<file path="src/rtl/tour_cmd_sequencer.sv">
// tour_cmd_sequencer: plays a preloaded list of 16-bit Knight commands into RemoteComm,
// one at a time, each gated on a positive ack. Build macro TOUR_RETRY_EN adds per-command retries.
module tour_cmd_sequencer #(
    parameter int          DEPTH    = 32,
    parameter logic [7:0]  POS_ACK  = 8'hA5,
    parameter logic [23:0] TMO_CLKS = 24'd5000000
) (
    input  logic                     clk,
    input  logic                     rst,
    input  logic                     wr_en,
    input  logic [$clog2(DEPTH)-1:0] wr_addr,
    input  logic [15:0]              wr_data,
    input  logic [$clog2(DEPTH):0]   num_cmds,
    input  logic                     start,
    input  logic                     abort,
    output logic [15:0]              cmd,
    output logic                     snd_cmd,
    input  logic                     cmd_snt,
    input  logic                     resp_rdy,
    input  logic [7:0]               resp,
    output logic                     busy,
    output logic [$clog2(DEPTH)-1:0] idx,
    output logic                     done,
    output logic                     err,
    output logic [2:0]               dbg_state
);

    // Handshake: snd_cmd is a 1-clk request with cmd already valid; cmd stays stable until
    // cmd_snt (1 clk) is seen in WAIT_SNT; resp is only taken on a resp_rdy clk in WAIT_RESP.

    localparam int AW = $clog2(DEPTH);

    typedef enum logic [2:0] {
        IDLE      = 3'd0,
        LOAD      = 3'd1,
        SEND      = 3'd2,
        WAIT_SNT  = 3'd3,
        WAIT_RESP = 3'd4,
        FIN       = 3'd5,
        FAIL      = 3'd6
    } state_e;

    state_e        state_q, state_d;
    logic [15:0]   mem_q [DEPTH];
    logic [15:0]   cmd_q, cmd_d;
    logic [AW-1:0] idx_q, idx_d;
    logic [AW:0]   count_q, count_d;
    logic [23:0]   tmo_q, tmo_d;
    logic          err_q, err_d;
    logic          zdone_q, zdone_d;
    logic          snd;
    logic          wr_ok;
    logic          last_cmd;
`ifdef TOUR_RETRY_EN
    logic [1:0]    retry_q, retry_d;
`endif

    assign last_cmd = ({1'b0, idx_q} == (count_q - {{AW{1'b0}}, 1'b1}));

    always_comb begin
        state_d = state_q;
        cmd_d   = cmd_q;
        idx_d   = idx_q;
        count_d = count_q;
        tmo_d   = tmo_q;
        err_d   = err_q;
        zdone_d = 1'b0;
        snd     = 1'b0;
        wr_ok   = 1'b0;
`ifdef TOUR_RETRY_EN
        retry_d = retry_q;
`endif
        if (abort) begin
            state_d = IDLE;
        end else begin
            unique case (state_q)
                IDLE: begin
                    wr_ok = wr_en;
                    if (start) begin
                        err_d = 1'b0;
`ifdef TOUR_RETRY_EN
                        retry_d = 2'd0;
`endif
                        if (num_cmds != '0) begin
                            idx_d   = '0;
                            count_d = num_cmds;
                            state_d = LOAD;
                        end else begin
                            zdone_d = 1'b1;
                        end
                    end
                end
                LOAD: begin
                    cmd_d   = mem_q[idx_q];
                    state_d = SEND;
                end
                SEND: begin
                    snd     = 1'b1;
                    state_d = WAIT_SNT;
                end
                WAIT_SNT: begin
                    if (cmd_snt) begin
                        tmo_d   = '0;
                        state_d = WAIT_RESP;
                    end
                end
                WAIT_RESP: begin
                    tmo_d = tmo_q + 24'd1;
                    // A response on the last timeout clk still counts as a response.
                    if (resp_rdy) begin
                        if (resp == POS_ACK) begin
`ifdef TOUR_RETRY_EN
                            retry_d = 2'd0;
`endif
                            if (last_cmd) begin
                                state_d = FIN;
                            end else begin
                                idx_d   = idx_q + {{(AW-1){1'b0}}, 1'b1};
                                state_d = LOAD;
                            end
                        end else begin
                            state_d = FAIL;
                        end
                    end else if (tmo_q == (TMO_CLKS - 24'd1)) begin
                        state_d = FAIL;
                    end
                end
                FIN: begin
                    state_d = IDLE;
                end
                FAIL: begin
`ifdef TOUR_RETRY_EN
                    if (retry_q != 2'd2) begin
                        retry_d = retry_q + 2'd1;
                        state_d = LOAD;
                    end else begin
                        err_d   = 1'b1;
                        state_d = IDLE;
                    end
`else
                    err_d   = 1'b1;
                    state_d = IDLE;
`endif
                end
                default: state_d = IDLE;
            endcase
        end
    end

    always_ff @(posedge clk or posedge rst) begin
        if (rst) begin
            state_q <= IDLE;
            cmd_q   <= '0;
            idx_q   <= '0;
            count_q <= '0;
            tmo_q   <= '0;
            err_q   <= 1'b0;
            zdone_q <= 1'b0;
`ifdef TOUR_RETRY_EN
            retry_q <= 2'd0;
`endif
        end else begin
            state_q <= state_d;
            cmd_q   <= cmd_d;
            idx_q   <= idx_d;
            count_q <= count_d;
            tmo_q   <= tmo_d;
            err_q   <= err_d;
            zdone_q <= zdone_d;
`ifdef TOUR_RETRY_EN
            retry_q <= retry_d;
`endif
        end
    end

    // The command list is plain RAM and survives reset.
    always_ff @(posedge clk) begin
        if (wr_ok) begin
            mem_q[wr_addr] <= wr_data;
        end
    end

    assign cmd       = cmd_q;
    assign snd_cmd   = snd;
    assign busy      = (state_q != IDLE);
    assign idx       = idx_q;
    assign done      = ((state_q == FIN) | zdone_q) & ~abort;
    assign err       = err_q;
    assign dbg_state = state_q;

endmodule

</file>
<file path="config.mk">
export PLATFORM = sky130hd
export DESIGN_NAME = tour_cmd_sequencer
export DESIGN_NICKNAME = d
export VERILOG_FILES = /design/src/rtl/tour_cmd_sequencer.sv
export SDC_FILE = /design/constraint.sdc
export NUM_CORES = 1
export LEC_CHECK = 0
export CAP_MARGIN = 30
export CORE_AREA = 5 5 203 205
export DETAILED_ROUTE_END_ITERATION = 6
export DIE_AREA = 0 0 208 210
export PLACE_DENSITY = 0.74
export SLEW_MARGIN = 20
export SYNTH_ARGS = -nofsm -noshare
export SYNTH_HDL_FRONTEND = slang
export SYNTH_SLANG_ARGS = --single-unit
</file>
<file path="constraint.sdc">
create_clock -name clk -period 2.9 [get_ports clk]
set_input_delay 0.58 -clock clk [delete_from_list [all_inputs] [get_ports clk]]
set_output_delay 0.58 -clock clk [all_outputs]
set_load 0.03 [all_outputs]
</file>
# [Yosys cells after proc, flatten, opt, wreduce, memory -nomap -nowiden]
# Memory sizes are Yosys's and may differ from the RTL's. A register that Yosys moved wholly into a read port is not among the register bits.
# Index checks and enable logic that the tools add are counted.
[word_totals] latch_bits=0 ramBits=512 romBits=0 word_cells=73 register_bits=40 output_inout_bits=28 inputBits=42 memories=1
[classes] mux=29 n_shift=0 div_mod_pow=0 n_eq_ne=19 bitwise=3 mul=0 magnitude_cmp=0 addsub=3 reduce_logical=12
[mem_list] memory="mem_q" depth=32 width=16 read_ports=1 rd_ports_with_merged_regs=1 wr=1 line="44" rtl="logic [15:0] mem_q [DEPTH];"
[op_table] operator="$pmux W24 S2" n=1
[op_table] operator="$mux W5" n=5
[op_table] operator="$add A24 B1 Y24 const B" n=1
[op_table] operator="$eq A24 B23 Y1 const B" n=1
[op_table] operator="$mux W24" n=1
[op_table] operator="$mux W3" n=8
[op_table] operator="$pmux W3 S5" n=1
[op_table] operator="$ne A2 B2 Y1 const B" n=6
[op_table] operator="$mux W1" n=11
[op_table] operator="$pmux W5 S2" n=1
[op_table] operator="$eq A3 B3 Y1 const B" n=3
[op_table] operator="$ne A3 B3 Y1 const B" n=3
[op_table] operator="$eq A8 B8 Y1 const B" n=1
[op_table] operator="$reduce_and A4 Y1" n=2
[op_table] operator="$reduce_and A7 Y1" n=1
[op_table] operator="$eq A3 B2 Y1 const B" n=2
[op_table] operator="$eq A5 B6 Y1" n=1
[op_table] operator="$reduce_and A3 Y1" n=2
[op_table] operator="$reduce_bool A2 Y1" n=3
[op_table] operator="$reduce_bool A6 Y1" n=1
[op_table] operator="$sub A6 B1 Y6 const B" n=1
[op_table] operator="$add A5 B1 Y5 const B" n=1
[op_table] operator="$ne A4 B4 Y1 const B" n=1
[op_table] operator="$eq A3 B1 Y1 const B" n=1
[op_table] operator="7 further kinds" n=7

# [Logic depth before layout (Yosys ltp)]
# Gate-level depths: netlist (run 1).
[depth] word_depth=7 depth_mapped=8 mapped_depth_nobuf=8

# [Worst setup path before layout (run 1)]
# Ideal clock, no wire load.
[synth_path] path_type="register to register" start="register state_q[1] (netlist: dbg_state[1])" end="memory mem_q[24][0] (enable)" setup_ps=388 setup_slack_ps=-95 arrival_time_ps=2607 n_path_buf=1 synth_period_minus_slack_ps=2995 stages_incl_launch_ff=7 required_time_ps=2512 cell_sequence="dfrtp_1 > buf_2 > nor3_1 > inv_1 > nor4b_1 > nand3_1 > nor2_1"
[synth_via] elab_chain_len=5
[synth_rtl] item="from (decl)" line="43" rtl="state_e state_q, state_d;"
[synth_rtl] item="from (signal assigned)" line="163" rtl="state_q <= state_d;"
[synth_rtl] item="$logic_not A3 Y1" line="76" rtl="unique case (state_q)"
[synth_rtl] item="$mux W1" line="76"
[synth_rtl] item="$mux W1" line="73" rtl="if (abort) begin"
[synth_rtl] item="$mux W1" line="178" rtl="if (wr_ok) begin"
[synth_rtl] item="$mux W1 (implied by the code)" line="179" rtl="mem_q[wr_addr] <= wr_data;"
[synth_rtl] item="to (decl)" line="44"
# No other way between the ends.

# [Worst setup path in the final report (run 1)]
[layout_path] start="register state_q[2] (netlist: dbg_state[2])" end="output port snd_cmd"
[layout_via] elab_chain_len=3
[layout_rtl] item="$eq A3 B2 Y1" line="76"
[layout_rtl] item="$mux W1" line="76"
[layout_rtl] item="$mux W1" line="73"
[layout_rtl] item="to (decl)" line="17" rtl="output logic snd_cmd,"
# No other way between the ends.

==> impl_metrics.ini, run 1 <==
[setup_path]
endpoint_kind = primary output
worstSetupPathType = flop to primary output
crit_fanout = 13
startpoint_type = flop
critical_path_required_ns = 2.32
crit_arrival_ns = 2.20

[grt]
grt_max_degree = 62
grt_first_pass_wirelength_mm = 73.84
grt_use_total = 0.2277
grt_pass1_vias = 11560
antenna_found_initial = 0
grt-ovfl-total = 0

[clocking]
clockRootBuffer = clkbuf_16
cts_tree = yes
numCtsBuffers = 56
path_clk_slew_ns = 0.06
worst_skew_pair.late_latency_ns = 0.60
htreeDepth = 2
holdBufCountCts = 0
clockBufferDepth = 3
cts.sinks = 568

[yosys]
synth_top_area_cell = edfxtp_1
async_reset_ff_frac = 0.09859
synth_warnings = 0
synth-edff-count = 512
synth_seq_area_share = 0.7594
synth_area_um2 = 22090
synth_fp_nets = 1148
ys_seq_elements = 568
synth_common_cells = edfxtp_1 (512), mux4_2 (128), o22ai_1 (66), nor2_1 (62), dfrtp_1 (56)
yosys.cell_types.count = 56
synth_most_common_cell = edfxtp_1
synth.top_cell.area_share = 0.6960
syn_avg_cell_area_um2 = 20.03
syn_inst = 1103
synth_top_flop_cell = edfxtp_1
synthTopCellsByArea = edfxtp_1 (70%), mux4_2 (13%), dfrtp_1 (6.3%)

[power_and_ir_drop]
peakVddDrop_v = 0.0004915
power_mw = 17.40
p_clk_frac = 0.406
p_leak_nw = 8.437
power_frac_seq = 0.533
p_sw_mw = 3.696
p_int_mw = 13.71
p_per_area_nw_per_um2 = 666.5
p_comb_frac = 0.062
switching_share = 0.2124

[min_path]
hold_class = input port to asynchronous set/reset pin

[sta]
relSlewSlack = 0.5110
post-route-period-util = 0.9583
drv_slew = 0
finalSetupViolations = 0
max_slew.worst_pin.slew_ns = 0.7313
whs_ns = 0.3760
grt_setup_unrepaired = false
fin_worst_skew_ns = 0.02728
post-route-min-period_ns = 2.779
fmax_ghz = 0.3598
hold_violations = 0

[run]
cap_violations = 0

[placement]
io_buffers = 69
gp_congestion = 0.8144
dp_hpwl_mm = 29.75

[route]
wl_mm = 49.14
wl_per_cell_um = 26.77
post_drt_via_cell_ratio = 6.197
drt-pass1-iter-count = 5
drc = 0
antenna_left = 0
vias = 11380
drt-initial-drc-count = 1367

[floorplan]
num_rows = 73
die_w_um = 208
fp.dieH_um = 210
ios = 70
fp.dieArea_um2 = 43680
initial_core_util = 0.5625
design.core.area_um2 = 39280

[cells_and_area]
n_fill_cell = 2565
area_delta_synth_final_pct = 18.20
insertedDiodeCount = 0
fin_nets = 1311
seqCellArea_um2 = 16780
drive_above_1_share = 0.2502
multi_input_area_um2 = 5066

[status]
status = finished, final reports clean
## cells in the final DEF (no fill, tap or decap), types with 3 or more instances in the layout
cell / synthesis / final
clkinv_1: 0 / 13
nor3_1: 5 / 5
buf_12: 0 / 31
a21oi_1: 10 / 10
nand4_1: 3 / 3
clkbuf_16: 0 / 57
or3b_1: 3 / 3
nand2_1: 39 / 39
xor2_1: 14 / 14
nor4_1: 19 / 19
or3_1: 6 / 6
nor2_1: 62 / 59
bufinv_16: 0 / 6
ha_1: 3 / 3
o22ai_1: 66 / 66
mux4_2: 128 / 128
and3_1: 7 / 7
nand2b_1: 3 / 3
o21ai_0: 8 / 8
o21ai_1: 6 / 6
clkinv_4: 0 / 3
inv_1: 8 / 7
xnor2_1: 11 / 11
nand3b_1: 8 / 8
nor2b_1: 3 / 3
mux2_2: 16 / 16
clkinv_2: 0 / 7
and4_1: 3 / 3
nor2_2: 0 / 3
clkdlybuf4s50_1: 0 / 69
dfrtp_1: 56 / 54
edfxtp_1: 512 / 512
buf_4: 0 / 62
nand3_1: 14 / 14
clkbuf_1: 34 / 15
## cell type report
class	instances	share of cell area
sequential	568	0.6428
clock buffer	73	0.05731
clock inverter	30	0.01140
inverter	9	0.001294
tap	525	0.02516
timing repair buffer	162	0.06804
multi-input combinational	469	0.1940
## metal layers
metal / vias to the layer above / wire, um / global-route usage
li1: 4875 / - / -
met1: 5923 / 19160 / 0.3125
met2: 493 / 23640 / 0.3602
met3: 87 / 4528 / 0.05983
met4: 0 / 1822 / 0.08539
met5: - / 0 / 0
## power groups by stage
stage                     sequential, mW  combinational [mW]  clock (mW)
after CTS                           9.26                1.08        7.19
after global routing                9.29                1.15        7.51
after floorplan                     9.58               0.365           0
final                               9.27                1.07        7.06
after global placement              9.42                1.04           0
after detailed placement            9.43                1.07           0
## what timing repair did
| action | CTS | global route |
|---|---|---|
| buffers inserted | 3 | 0 |
| gates resized for setup | 0 | 1 |
| endpoints found under the setup margin | 1 | 77 |
| pin swaps | 0 | 0 |
## worst paths after layout
path	start	end	slack (ns)	depth (start not counted)
setup / recovery	dbg_state[2]	snd_cmd	0.12	3
hold / removal	rst	idx[0]	0.38	2
max in group asynchronous	rst	tmo_q[0]	1.91	3
min in group clk	cmd[7]	cmd[7]	0.51	1
hold reg to reg	cmd[7]	cmd[7]	0.51	1
setup reg to reg	dbg_state[0]	mem_q[27][13]	0.33	7
## critical path, stage by stage (launching register included)
cell and delay [ns]:
dfrtp_1 0.52, nand2b_1 0.26, nor3_1 0.15, clkdlybuf4s50_1 0.69
## per-stage QoR
| stage | setup TNS (ns) | area [um^2] | instances | worst slack [ns] | utilization |
|---|---|---|---|---|---|
| finish | 0 | 26110 | 1836 | 0.1209 | 0.6648 |
| global route | 0 | 26110 | 1836 | 0.02800 | 0.6648 |
| CTS | 0 | 26110 | 1836 | 0.09318 | 0.6647 |
| detailed placement | -0.3808 | 24290 | 1730 | -0.01842 | 0.6184 |
| global placement | 0 | 24290 | 1730 | 0.09647 | 0.6184 |
| floorplan | -18.88 | 22100 | 1103 | -0.09541 | - |
## cells by family after synthesis
logic type,Yosys count,synth area share
and+or+nand+nor,192,0.04673
AOI/OAI and AO/OA,104,0.03059
DFF,568,0.7594
adders and majority gates,3,0.001699
xor gates and xnor gates,25,0.009912
muxes,145,0.1392
buffers and inverters,66,0.01252
## flip-flops by register name, indices dropped and copies added, names as in the netlist
register   count
mem_q        512
tmo_q         24
cmd           16
count_q        6
idx            5
dbg_state      3
err            1
zdone_q        1
Note: power is estimated with default switching activity, not from simulation.
==> run 2, diff against run 1 <==
--- a/config.mk
+++ b/config.mk
@@ -6,10 +6,11 @@
 export NUM_CORES = 1
 export LEC_CHECK = 0
 export CAP_MARGIN = 30
-export CORE_AREA = 5 5 203 205
+export CORE_AREA = 5 5 197 199
+export CTS_CLUSTER_SIZE = 8
 export DETAILED_ROUTE_END_ITERATION = 6
-export DIE_AREA = 0 0 208 210
-export PLACE_DENSITY = 0.74
+export DIE_AREA = 0 0 202 204
+export PLACE_DENSITY = 0.78
 export SLEW_MARGIN = 20
 export SYNTH_ARGS = -nofsm -noshare
 export SYNTH_HDL_FRONTEND = slang
==> run 2 against run 1 <==
Against the previous run:
- register-to-register slack lost 0.06 ns
- power grew 7.4%
- core utilization grew 4.5 points
- hold slack gained 0.017 ns
- combinational power is essentially flat
- clock power grew 18%
- global-route usage grew 3.7 points
- critical path type unchanged
==> impl_metrics.ini, run 2 (synthesis gave the netlist of run 1 again) <==
[route]
post_drt_via_cell_ratio = 6.634
vias = 11900
wl_met3_mm = 5.472
antenna_left = 0
wl_mm = 53.48
drt-initial-drc-count = 1407
top_layer = met4
wl_per_cell_um = 29.81
wl_met1_mm = 19.99
wl_met2_mm = 25.73
drt-pass1-iter-count = 5
drc = 0

[run]
cap_violations = 0

[power_and_ir_drop]
switching_share = 0.2136
power_mw = 18.69
power_frac_seq = 0.497
p_per_area_nw_per_um2 = 710.6
p_leak_nw = 8.562
p_clk_frac = 0.445
p_comb_frac = 0.058
p_int_mw = 14.70
p_sw_mw = 3.992
peakVddDrop_v = 0.0007860

[sta]
relSlewSlack = 0.5430
fin_worst_skew_ns = 0.02083
post-route-period-util = 0.9446
post-route-min-period_ns = 2.739
drv_slew = 0
hold_violations = 0
grt_setup_unrepaired = false
fmax_ghz = 0.3651
finalSetupViolations = 0
max_slew.worst_pin.slew_ns = 0.6839
fin_ws_ns = 0.1607

[cells_and_area]
fin_nets = 1326
n_fill_cell = 2118
insertedDiodeCount = 0
largest-register = mem_q
largest_reg_flops = 512
drive_above_1_share = 0.2492
final_util = 0.7101
most-common-layout-cells = edfxtp_1 (512), mux4_2 (128), clkbuf_16 (82)
area_delta_synth_final_pct = 19.08
final_common_cell = edfxtp_1

[clocking]
htreeDepth = 3
cts_setup_buffers = 0
path_clk_slew_ns = 0.05
cts.sinks = 568
holdBufCountCts = 0
numCtsBuffers = 80
worst_skew_pair.late_latency_ns = 0.58
clockRootBuffer = clkbuf_16
cts_tree = yes
clockBufferDepth = 3

[status]
status = finished, final reports clean

[setup_path]
worst-path-buf-inv = 2
reg2reg_to = mem_q[2][5]
path_cells = nor3_1 > inv_1 > clkdlybuf4s50_1
reg2reg_from = dbg_state[0]
crit_fanout = 12
worstSetupPathType = flop to primary output
r2r_cells = 7
r2r_slack_ns = 0.27
cpPeakStageDelay_ns = 0.61
endpoint_kind = primary output
critPathTopFamily = buffers and inverters
path_depth = 3
critical_path_required_ns = 2.32
slowest_stage = clkdlybuf4s50_1
startpoint_type = flop
crit_arrival_ns = 2.16

[min_path]
hold_class = input port to asynchronous set/reset pin

[placement]
io_buffers = 69
dp_hpwl_mm = 30.25
gp_congestion = 0.8171
pre_cts_ws_ns = 0.07675

[grt]
grt_first_pass_wirelength_mm = 79.88
antenna_found_initial = 0
grt_max_degree = 57
grt_use_total = 0.2645
grt-ovfl-total = 0
grt_pass1_vias = 12310

[floorplan]
design.core.area_um2 = 37040
initial_core_util = 0.5963
die_w_um = 202
fp.dieArea_um2 = 41210
fp.dieH_um = 204
num_rows = 71
ios = 70
-- run 2: cell count changes in the layout (fill, tap and decap cells not counted), moves of 2 or more --
cell and change:
clkbuf_16 +25, clkbuf_1 +21, clkinv_1 -13, buf_12 -8, clkinv_2 -7, bufinv_16 -6
clkinv_4 -3, inv_6 +2
-- run 2: layout make-up --
type	instances	area (um^2)	share of cell area
flip-flops and latches	568	16780	0.6380
multi-input cells	469	5066	0.1926
clock buffers	118	2187	0.08314
repair buffers	153	1609	0.06117
well taps	474	593.1	0.02254
clock inverters	3	33.78	0.001284
inverters	9	33.78	0.001284
-- run 2: repair_timing --
action,in CTS,in global routing
resized for setup,0,1
setup endpoints to repair,0,24
hold endpoints to repair,0,0
-- run 2: how the worst max path moves through the flow --
| stage | slack, ns | end | from |
|---|---|---|---|
| 2_1_floorplan | -0.1 | mem_q[24][0] | dbg_state[1] |
| 3_3_place_gp | 0.16 | mem_q[26][6] | abort |
| 3_5_place_dp | 0.08 | mem_q[24][2] | abort |
| 4_1_cts | 0.13 | snd_cmd | dbg_state[2] |
| 5_1_grt | 0.04 | snd_cmd | dbg_state[2] |
| 6_report | 0.16 | busy | dbg_state[0] |
-- run 2: through the flow --
stage | TNS (ns) | cells | instance area [um^2] | hold WS, ns
finish | 0 | 1794 | 26310 | 0.3930
global route | 0 | 1794 | 26310 | 0.4326
CTS | 0 | 1794 | 26300 | 0.3960
detailed placement | 0 | 1673 | 24080 | 0.4910
global placement | 0 | 1673 | 24080 | 0.4917
floorplan | -18.88 | 1103 | 22100 | 0.4655
-- run 2: worst reg2reg max path, cell delays in order, from the launching register on --
cell and delay (ns):
dfrtp_1 0.49, nor3_1 0.37, inv_1 0.12, nor4b_2 0.44, buf_4 0.27, nand2_1 0.15, nor2_1 0.28, buf_12 0.21
-- run 2: routing by layer --
layer,track usage,vias up
li1,-,4903
met1,0.3655,6122
met3,0.06189,120
met5,0,-
met2,0.4161,757
met4,0.1099,0
-- run 2: power groups by stage --
stage	Sequential [mW]	Combinational [mW]	Clock [mW]
5_1_grt	9.30	1.16	8.84
3_5_place_dp	9.43	1.08	0
2_1_floorplan	9.58	0.365	0
3_3_place_gp	9.42	1.05	0
6_report	9.29	1.09	8.31
4_1_cts	9.29	1.10	8.41
